===== src/rtl/muldiv_pkg.sv =====
// Shared definitions for the RV32M multiply/divide unit: op encodings, FSM states
// and iteration count. MULDIV_FAST_MUL_EN selects a single-cycle multiply path.
package muldiv_pkg;

    localparam int unsigned ITERATIONS = 32;
    localparam int unsigned CNT_W      = 5;

    typedef enum logic [2:0] {
        F3_MUL    = 3'b000,
        F3_MULH   = 3'b001,
        F3_MULHSU = 3'b010,
        F3_MULHU  = 3'b011,
        F3_DIV    = 3'b100,
        F3_DIVU   = 3'b101,
        F3_REM    = 3'b110,
        F3_REMU   = 3'b111
    } func3_e;

    typedef enum logic [1:0] {
        S_IDLE   = 2'd0,
        S_CALC   = 2'd1,
        S_FINISH = 2'd2
    } state_e;

    // Magnitude of v when it is treated as a signed operand.
    function automatic logic [31:0] abs_if(input logic [31:0] v, input logic is_signed);
        return (is_signed && v[31]) ? (~v + 32'd1) : v;
    endfunction

endpackage


===== src/rtl/muldiv_unit_div_step.sv =====
// One combinational restoring-divide iteration: shift the next dividend bit into
// the partial remainder and subtract the divisor if it fits.
module div_step (
    input  logic [31:0] rem_in,
    input  logic [31:0] quo_in,
    input  logic [31:0] divisor,
    output logic [31:0] rem_out,
    output logic [31:0] quo_out
);

    logic [32:0] shifted;
    logic [32:0] diff;

    always_comb begin
        shifted = {rem_in, quo_in[31]};
        diff    = shifted - {1'b0, divisor};
        // A clear borrow bit means the divisor fits into the shifted remainder.
        if (!diff[32]) begin
            rem_out = diff[31:0];
            quo_out = {quo_in[30:0], 1'b1};
        end else begin
            rem_out = shifted[31:0];
            quo_out = {quo_in[30:0], 1'b0};
        end
    end

endmodule


===== src/rtl/muldiv_unit.sv =====
// Iterative RV32M multiply/divide unit: 32 radix-2 steps on operand magnitudes,
// sign fix-up in FINISH. Define MULDIV_FAST_MUL_EN for a single-cycle multiply.
module muldiv_unit
    import muldiv_pkg::*;
(
    input  logic        CLK,
    input  logic        RESET_N,
    input  logic [31:0] DATA1,
    input  logic [31:0] DATA2,
    input  logic [2:0]  FUNC3,
    input  logic        START,
    input  logic        FLUSH,
    output logic [31:0] RESULT,
    output logic        ZERO,
    output logic        BUSY,
    output logic        DONE
);

    state_e             state_q, state_d;
    logic [CNT_W-1:0]   cnt_q, cnt_d;
    func3_e             op_q, op_d;
    // acc_hi/acc_lo hold {product} for multiply and {remainder, quotient} for divide.
    logic [31:0]        acc_hi_q, acc_hi_d;
    logic [31:0]        acc_lo_q, acc_lo_d;
    logic [31:0]        opnd_q, opnd_d;
    logic [31:0]        a_raw_q, a_raw_d;
    logic               neg_a_q, neg_a_d;
    logic               neg_b_q, neg_b_d;
    logic               div_zero_q, div_zero_d;
    logic [31:0]        result_q, result_d;
    logic               zero_q, zero_d;
    logic               busy_q, busy_d;
    logic               done_q, done_d;

    logic               sa, sb;
    logic [32:0]        mul_sum;
    logic [63:0]        mul_next;
    logic [31:0]        div_rem_next, div_quo_next;
    logic [63:0]        prod_mag, prod_s;
    logic [31:0]        quo_s, rem_s;
    logic [31:0]        final_res;

    div_step u_div_step (
        .rem_in  (acc_hi_q),
        .quo_in  (acc_lo_q),
        .divisor (opnd_q),
        .rem_out (div_rem_next),
        .quo_out (div_quo_next)
    );

    // Shift-add: add the multiplicand when the current multiplier bit is set, then shift right.
    always_comb begin
        mul_sum  = {1'b0, acc_hi_q} + (acc_lo_q[0] ? {1'b0, opnd_q} : 33'd0);
        mul_next = {mul_sum, acc_lo_q[31:1]};
    end

    // Operand signedness for the incoming request.
    always_comb begin
        if (FUNC3[2]) begin
            sa = ~FUNC3[0];
            sb = ~FUNC3[0];
        end else begin
            sa = (FUNC3[1:0] != 2'b11);
            sb = (FUNC3[1:0] == 2'b00) || (FUNC3[1:0] == 2'b01);
        end
    end

    always_comb begin
`ifdef MULDIV_FAST_MUL_EN
        prod_mag = {32'd0, opnd_q} * {32'd0, acc_lo_q};
`else
        prod_mag = {acc_hi_q, acc_lo_q};
`endif
        prod_s = (neg_a_q ^ neg_b_q) ? (~prod_mag + 64'd1) : prod_mag;
        quo_s  = (neg_a_q ^ neg_b_q) ? (~acc_lo_q + 32'd1) : acc_lo_q;
        rem_s  = neg_a_q ? (~acc_hi_q + 32'd1) : acc_hi_q;
        case (op_q)
            F3_MUL:                       final_res = prod_s[31:0];
            F3_MULH, F3_MULHSU, F3_MULHU: final_res = prod_s[63:32];
            F3_DIV, F3_DIVU:              final_res = div_zero_q ? 32'hFFFF_FFFF : quo_s;
            default:                      final_res = div_zero_q ? a_raw_q : rem_s;
        endcase
    end

    always_comb begin
        state_d    = state_q;
        cnt_d      = cnt_q;
        op_d       = op_q;
        acc_hi_d   = acc_hi_q;
        acc_lo_d   = acc_lo_q;
        opnd_d     = opnd_q;
        a_raw_d    = a_raw_q;
        neg_a_d    = neg_a_q;
        neg_b_d    = neg_b_q;
        div_zero_d = div_zero_q;
        result_d   = result_q;
        zero_d     = zero_q;
        busy_d     = busy_q;
        done_d     = 1'b0;
        case (state_q)
            S_IDLE: begin
                if (START && !FLUSH) begin
                    op_d       = func3_e'(FUNC3);
                    a_raw_d    = DATA1;
                    neg_a_d    = sa & DATA1[31];
                    neg_b_d    = sb & DATA2[31];
                    div_zero_d = (DATA2 == 32'd0);
                    acc_hi_d   = 32'd0;
                    if (FUNC3[2]) begin
                        acc_lo_d = abs_if(DATA1, sa);
                        opnd_d   = abs_if(DATA2, sb);
                    end else begin
                        acc_lo_d = abs_if(DATA2, sb);
                        opnd_d   = abs_if(DATA1, sa);
                    end
                    cnt_d   = '0;
                    busy_d  = 1'b1;
                    state_d = S_CALC;
`ifdef MULDIV_FAST_MUL_EN
                    if (!FUNC3[2]) state_d = S_FINISH;
`endif
                end
            end
            S_CALC: begin
                if (FLUSH) begin
                    busy_d  = 1'b0;
                    state_d = S_IDLE;
                end else begin
                    if (op_q[2]) begin
                        acc_hi_d = div_rem_next;
                        acc_lo_d = div_quo_next;
                    end else begin
                        acc_hi_d = mul_next[63:32];
                        acc_lo_d = mul_next[31:0];
                    end
                    cnt_d = cnt_q + 1'b1;
                    if (cnt_q == CNT_W'(ITERATIONS - 1)) state_d = S_FINISH;
                end
            end
            S_FINISH: begin
                busy_d  = 1'b0;
                state_d = S_IDLE;
                if (!FLUSH) begin
                    result_d = final_res;
                    zero_d   = (final_res == 32'd0);
                    done_d   = 1'b1;
                end
            end
            default: begin
                busy_d  = 1'b0;
                state_d = S_IDLE;
            end
        endcase
    end

    always_ff @(posedge CLK or negedge RESET_N) begin
        if (!RESET_N) begin
            state_q    <= S_IDLE;
            cnt_q      <= '0;
            op_q       <= F3_MUL;
            acc_hi_q   <= '0;
            acc_lo_q   <= '0;
            opnd_q     <= '0;
            a_raw_q    <= '0;
            neg_a_q    <= 1'b0;
            neg_b_q    <= 1'b0;
            div_zero_q <= 1'b0;
            result_q   <= '0;
            zero_q     <= 1'b1;
            busy_q     <= 1'b0;
            done_q     <= 1'b0;
        end else begin
            state_q    <= state_d;
            cnt_q      <= cnt_d;
            op_q       <= op_d;
            acc_hi_q   <= acc_hi_d;
            acc_lo_q   <= acc_lo_d;
            opnd_q     <= opnd_d;
            a_raw_q    <= a_raw_d;
            neg_a_q    <= neg_a_d;
            neg_b_q    <= neg_b_d;
            div_zero_q <= div_zero_d;
            result_q   <= result_d;
            zero_q     <= zero_d;
            busy_q     <= busy_d;
            done_q     <= done_d;
        end
    end

    assign RESULT = result_q;
    assign ZERO   = zero_q;
    assign BUSY   = busy_q;
    assign DONE   = done_q;

endmodule

===== config.mk =====
export PLATFORM = sky130hd
export DESIGN_NAME = muldiv_unit
export DESIGN_NICKNAME = d
export VERILOG_FILES = /design/src/rtl/muldiv_pkg.sv /design/src/rtl/muldiv_unit_div_step.sv /design/src/rtl/muldiv_unit.sv
export SDC_FILE = /design/constraint.sdc
export NUM_CORES = 1
export LEC_CHECK = 0
export BUFFER_PORTS_ARGS = -buffer_cell sky130_fd_sc_hd__buf_4
export CELL_PAD_IN_SITES_DETAIL_PLACEMENT = 1
export CELL_PAD_IN_SITES_GLOBAL_PLACEMENT = 1
export CORE_MARGIN = 1.5
export CORE_UTILIZATION = 50
export CTS_CLUSTER_SIZE = 24
export DETAILED_ROUTE_END_ITERATION = 10
export PLACE_DENSITY_LB_ADDON = 0.1
export SLEW_MARGIN = 10
export SYNTH_ARGS = -nofsm -noshare
export SYNTH_HDL_FRONTEND = slang
export SYNTH_SLANG_ARGS = --single-unit
export TNS_END_PERCENT = 5

===== constraint.sdc =====
create_clock -name CLK -period 8.15 [get_ports CLK]
set_input_delay 0.815 -clock CLK [delete_from_list [all_inputs] [get_ports CLK]]
set_output_delay 0.815 -clock CLK [all_outputs]
set_load 0.03 [all_outputs]

# [Word-level counts from Yosys, hierarchy flattened]
# Cells that the tools add are included.
[totals] reg_bits=176 out_inout_bits=35 inputBits=71
[op_classes] n_mux=35 n_reduce_logical=18 n_eq_ne=14 n_addsub=8 bitwise=10
[op_table] operator="32-bit 2-to-1 mux" n=16
[op_table] operator="32-bit by 1-bit adder with 32-bit output, second input constant" n=4
[op_table] operator="32-bit NOT" n=4
[op_table] operator="32-bit case mux with 2 select lines" n=2
[op_table] operator="32-bit case mux with 3 select lines" n=1
[op_table] operator="64-bit by 1-bit adder with 64-bit output, second input constant" n=1
[op_table] operator="32-bit zero test" n=2
[op_table] operator="64-bit 2-to-1 mux" n=1
[op_table] operator="64-bit NOT" n=1
[op_table] operator="32-bit by 32-bit adder with 33-bit output" n=1
[op_table] operator="33-bit by 32-bit subtractor with 33-bit output" n=1
[op_table] operator="5-bit 2-to-1 mux" n=2
[op_table] operator="5-bit case mux with 2 select lines" n=1
[op_table] operator="2-bit inequality test, second input constant" n=4
[op_table] operator="2-bit AND reduction" n=4
[op_table] operator="1-bit 2-to-1 mux" n=7
[op_table] operator="3-bit by 2-bit equality test with 1-bit output, second input constant" n=2
[op_table] operator="3-bit equality test, second input constant" n=2
[op_table] operator="2-bit 2-to-1 mux" n=3
[op_table] operator="5-bit by 1-bit adder with 5-bit output, second input constant" n=1
[op_table] operator="5-bit equality test, second input constant" n=1
[op_table] operator="2-bit by 1-bit equality test with 1-bit output, second input constant" n=2
[op_table] operator="2-bit zero test" n=2
[op_table] operator="2-bit case mux with 2 select lines" n=1
[op_table] operator="15 further kinds" n=19

# [Depth between registers and ports, before layout]
[logic_depth] word_depth=8 depth_mapped=15 mapped_depth_nobuf=13

# [Hierarchy]
# A second synthesis with hierarchy kept.
[hier_totals] cells_unflattened=2262 hier_area_um2=17335.4
[by_module_without_submodules] module="muldiv_unit" n_inst=1 area_per_inst_um2=14744.1 cells_each=1926
[by_module_without_submodules] module="div_step" n_inst=1 area_per_inst_um2=2591.2 cells_each=336

# [Worst setup path after synthesis]
# Ideal clock, no wire load.
[synth_timing] path_kind="flip-flop to flip-flop" startpoint="register acc_lo_q[31]" endpoint="register acc_hi_q[13]" period_less_slack_ps=3782 setup_slack_ps=4368 required_ps=8018 path_buffers=2 arrival_time_ps=3650 path_stages_with_launch=16 setup_ps=132 cell_sequence="dfrtp_1 -> inv_1 -> ha_1 -> inv_1 -> fa_1 -> a211oi_1 -> o21a_1 -> o22ai_1 -> o31ai_1 -> o21ai_1 -> a221o_1 -> xor2_1 -> buf_2 -> buf_2 -> mux2i_1 -> o21ai_1"
[synth_between] elab_chain_cells=5
[synth_rtl] element="start, declared" line="muldiv_unit.sv:24" text="logic [31:0] acc_lo_q, acc_lo_d;"
[synth_rtl] element="start signal, assigned" line="muldiv_unit.sv:177" text="acc_lo_q <= acc_lo_d;"
[synth_rtl] element="33-bit by 32-bit subtractor with 33-bit output" line="muldiv_unit_div_step.sv:16" text="diff = shifted - {1'b0, divisor};"
[synth_rtl] element="32-bit 2-to-1 mux" line="muldiv_unit_div_step.sv:18" text="if (!diff[32]) begin"
[synth_rtl] element="32-bit 2-to-1 mux" line="muldiv_unit.sv:129" text="if (op_q[2]) begin"
[synth_rtl] element="32-bit 2-to-1 mux" line="muldiv_unit.sv:125" text="if (FLUSH) begin"
[synth_rtl] element="32-bit case mux with 2 select lines" line="muldiv_unit.sv:100" text="case (state_q)"
[synth_rtl] element="end signal, assigned" line="muldiv_unit.sv:176" text="acc_hi_q <= acc_hi_d;"
[synth_rtl] element="end, declared" line="muldiv_unit.sv:23" text="logic [31:0] acc_hi_q, acc_hi_d;"
# No other way between the ends. The select of a mux whose other input is x is not followed.
# A chain may end at the register's enable or synchronous reset.

# [Final worst setup path]
[layout_timing] startpoint="register acc_lo_q[31]" endpoint="register acc_hi_q[4]"
# Same word-level chain as after synthesis.

==> impl_metrics.csv <==
group,metric,value,unit
yosys,syn_inst,2235,
setup_path,path_class,"reg -> reg",
sta,rsz0062_at_grt,"false",
pwr,totalPowerFinal,6.10,mW
yosys,synth_compound_area_frac,0.255,
setup_path,required,8450,ps
setup_path,critPathTopFamily,"compound AO/OA/AOI/OAI gates",
yosys,synth_area_leader_cell,"dfrtp_1",
yosys,seq_area_frac_synth,0.262,
clocking,clock_sinks,176,
yosys,synth_nets,2378,
clocking,insertion_delay,470,ps
yosys,synth_top_family_by_area,"compound AO/OA/AOI/OAI gates",
setup_path,setup.worst_path.end_class,"flop",
floorplanning,rows,66,
setup_path,reg2reg_slack,3150,ps
setup_path,worst-path-buf-inv,3,
clocking,cts_buffers,17,
yosys,synth_area_leaders,"dfrtp_1 (26%), nand2_1 (6.7%), o21ai_0 (5.7%)",
grt,grt_use_total,0.429,
clocking,cts-htree-levels,4,
clocking,cts_root_buf,"clkbuf_16",
pwr,ir_drop,0.000186,V
drt,dr_total_vias,18393,
pwr,total_leakage_power,7.95,nW
min_path,min_path_type,"in -> async",
yosys,ys_types,90,
sta,fin_setup_tns,0,ps
setup_path,slowest_delay,750,ps
setup_path,crit_path_start_kind,"flop",
grt,grt_antenna_before_repair,2,
grt,overflow,0,
floorplanning,ioPinCount,106,
yosys,synth_xor_area_frac,0.0860,
floorplanning,initial_core_util,0.512,
setup_path,cp_max_fo,20,
sta,hold_viol,0,
yosys,ys.warnings.count,0,
sta,maxSlewHeadroom,0.186,
grt,grt_pass1_vias,18092,
sta,tightest_slew,1220,ps
clocking,ctsResizeCount,0,
setup_path,crit_slowest_cell,"o31ai_1",
job,cap_violations,0,
drt,detail_route.first_pass.iterations,8,
drt,drtIter0Drc,1953,
placed_design,placed_cells,2655,
layout,final_nets,2375,
clocking,cts_hold_buf,0,
grt,grt_max_degree,107,
drt,remaining_drc_errors,0,
layout,fin_cells,2687,
placed_design,place_congestion,0.995,
floorplanning,fp.dieH,186,um
sta,holdWs,456,ps
clocking,cts_buffer_depth,2,
layout,final_util,0.560,
yosys,yosys-mux-area-fraction,0.0521,
placed_design,dpl.hpwl,56.3,mm
yosys,synthAdderAreaFrac,0.0545,
setup_path,crit_arrival,5300,ps
yosys,synth_edf_count,0,
layout,syn2layout_area_growth,9.34,%
yosys,async_reset_ff_frac,1.00,
floorplanning,design.core.area,32800,um^2
clocking,cts_tree,"built",
layout,final_layout_size_suffix_gt1_frac,0.0980,
sta,report.final.slew_viol_count,0,
yosys,yosys.area.top_type_share,0.261,
yosys,synthSimpleGateAreaFrac,0.236,
setup_path,path_common_cell,"inv_1",
setup_path,cp_cell_sequence,"inv_1, ha_1, inv_1, fa_1, a211oi_1, o21a_1, o22ai_1, o31ai_1, o21ai_1, a221o_1, xor2_4, buf_4, mux2i_1, o21ai_0",
drt,antenna_left,0,
layout,n_fill_cell,4161,
sta,setup_viol,0,
pwr,p_per_area,332,nW/um^2
drt,drt-vias-per-instance,6.85,
drt,finalWirelength,73.8,mm
drt,wl_per_cell,27.5,um
yosys,syn_area,16800,um^2
sta,period_share,0.614,
yosys,syn_area_per_cell,7.52,um^2
floorplanning,die_w,186,um
sta,skew,12.2,ps
sta,fmax,200,MHz
yosys,synth_ff_type,"dfrtp_1",
clocking,cts.clk_slew.worst_paths,70,ps
sta,period_needed,5000,ps
yosys,ys_ff_latch,176,
clocking,post-cts-setup-buffers,0,
floorplanning,die-area,34700,um^2
outcome,status,"finished clean",
placed_design,portBuffers,105,
grt,grt_pass1_wl,111,mm
==> area by class of cell <==
class	count	area, um^2	share of cell area
Sequential cell	176	4410	0.240
Multi-Input combinational cell	1828	11500	0.628
Clock inverter	12	135	0.00736
Tap cell	442	553	0.0301
Clock buffer	19	443	0.0241
Antenna cell	1	2.50	0.000136
Timing Repair Buffer	132	997	0.0543
Inverter	77	289	0.0157
==> final timing paths <==
path | start | endpoint | cells past startpoint
min in group CLK | RESULT[19]$_DFFE_PN0P_ | RESULT[19]$_DFFE_PN0P_ | 2
hold / removal | RESET_N | acc_hi_q[23]$_DFFE_PN0P_ | 1
hold reg to reg | RESULT[19]$_DFFE_PN0P_ | RESULT[19]$_DFFE_PN0P_ | 2
setup reg to reg | acc_lo_q[31]$_DFFE_PN0P_ | acc_hi_q[4]$_DFFE_PN0P_ | 14
setup / recovery | acc_lo_q[31]$_DFFE_PN0P_ | acc_hi_q[4]$_DFFE_PN0P_ | 14
max in group asynchronous | RESET_N | a_raw_q[23]$_DFFE_PN0P_ | 2
==> cells in the mapped netlist (all sizes together) (8+ instances only) <==
cell type	number
nand2	301
nor2	225
o21ai	210
dfrtp	175
a21oi	164
clkbuf	125
xnor2	86
xor2	78
inv	76
mux2i	75
ha	70
nor3	57
nand3	50
nor4	39
a21o	36
nand4	34
buf	29
o31ai	29
a211oi	28
or3	26
a31oi	25
o211ai	20
a22oi	18
o41ai	15
nand2b	14
and2	13
and3	13
or4	13
o21a	12
mux2	11
a221oi	10
nor2b	10
o21bai	10
o31a	9
a2111oi	8
a31o	8
nand3b	8
o2111ai	8
==> placed cells by master, fill, tap and decap left out, drive strengths merged, types with 12 or more instances in the layout <==
master,instances
inv,79
and2,13
o211ai,20
buf,131
a21oi,164
and3,13
ha,70
a21o,36
nor4,39
dfrtp,175
nor3,57
o21a,12
nand4,34
o31ai,29
a22oi,18
o41ai,15
mux2i,75
a211oi,28
o21ai,210
xnor2,86
or3,26
nand3,50
clkbuf,20
a31oi,25
nand2b,14
nor2,225
nand2,301
or4,13
xor2,78
==> state kept, by name (all words and copies together), names as in the netlist, 2 cells and up <==
signal    count
op_q          3
acc_lo_q     32
opnd_q       32
acc_hi_q     32
state_q       2
RESULT       32
a_raw_q      32
cnt_q         5
==> per-layer routing <==
layer	share of wire	global-route usage	routed length, um
met5	0	0	0
met4	0.063	0.248	4630
met3	0.096	0.105	7110
met2	0.43	0.659	32100
met1	0.41	0.550	30000
==> cells by family after synthesis <==
group | after synthesis
flip-flops | 176
buffers and inverters | 231
multiplexers | 86
AO/OA/AOI/OAI | 676
adder cells (fa/ha/maj) | 72
XOR/XNOR | 164
AND/OR/NAND/NOR | 830
==> power by group <==
| group | internal (mW) | leakage (nW) | switching, mW | total, mW |
|---|---|---|---|---|
| logic | 1.36 | 5.44 | 2.34 | 3.70 |
| registers | 1.04 | 2.23 | 0.503 | 1.54 |
| clock network | 0.461 | 0.284 | 0.397 | 0.858 |
==> stage by stage <==
step	setup slack, ps	cell area (um^2)
CTS	3360	18400
global placement	3530	17800
floorplan	4370	16800
detailed placement	3380	17800
finish	3150	18400
global route	2960	18400
(Power assumes the default switching activity.)
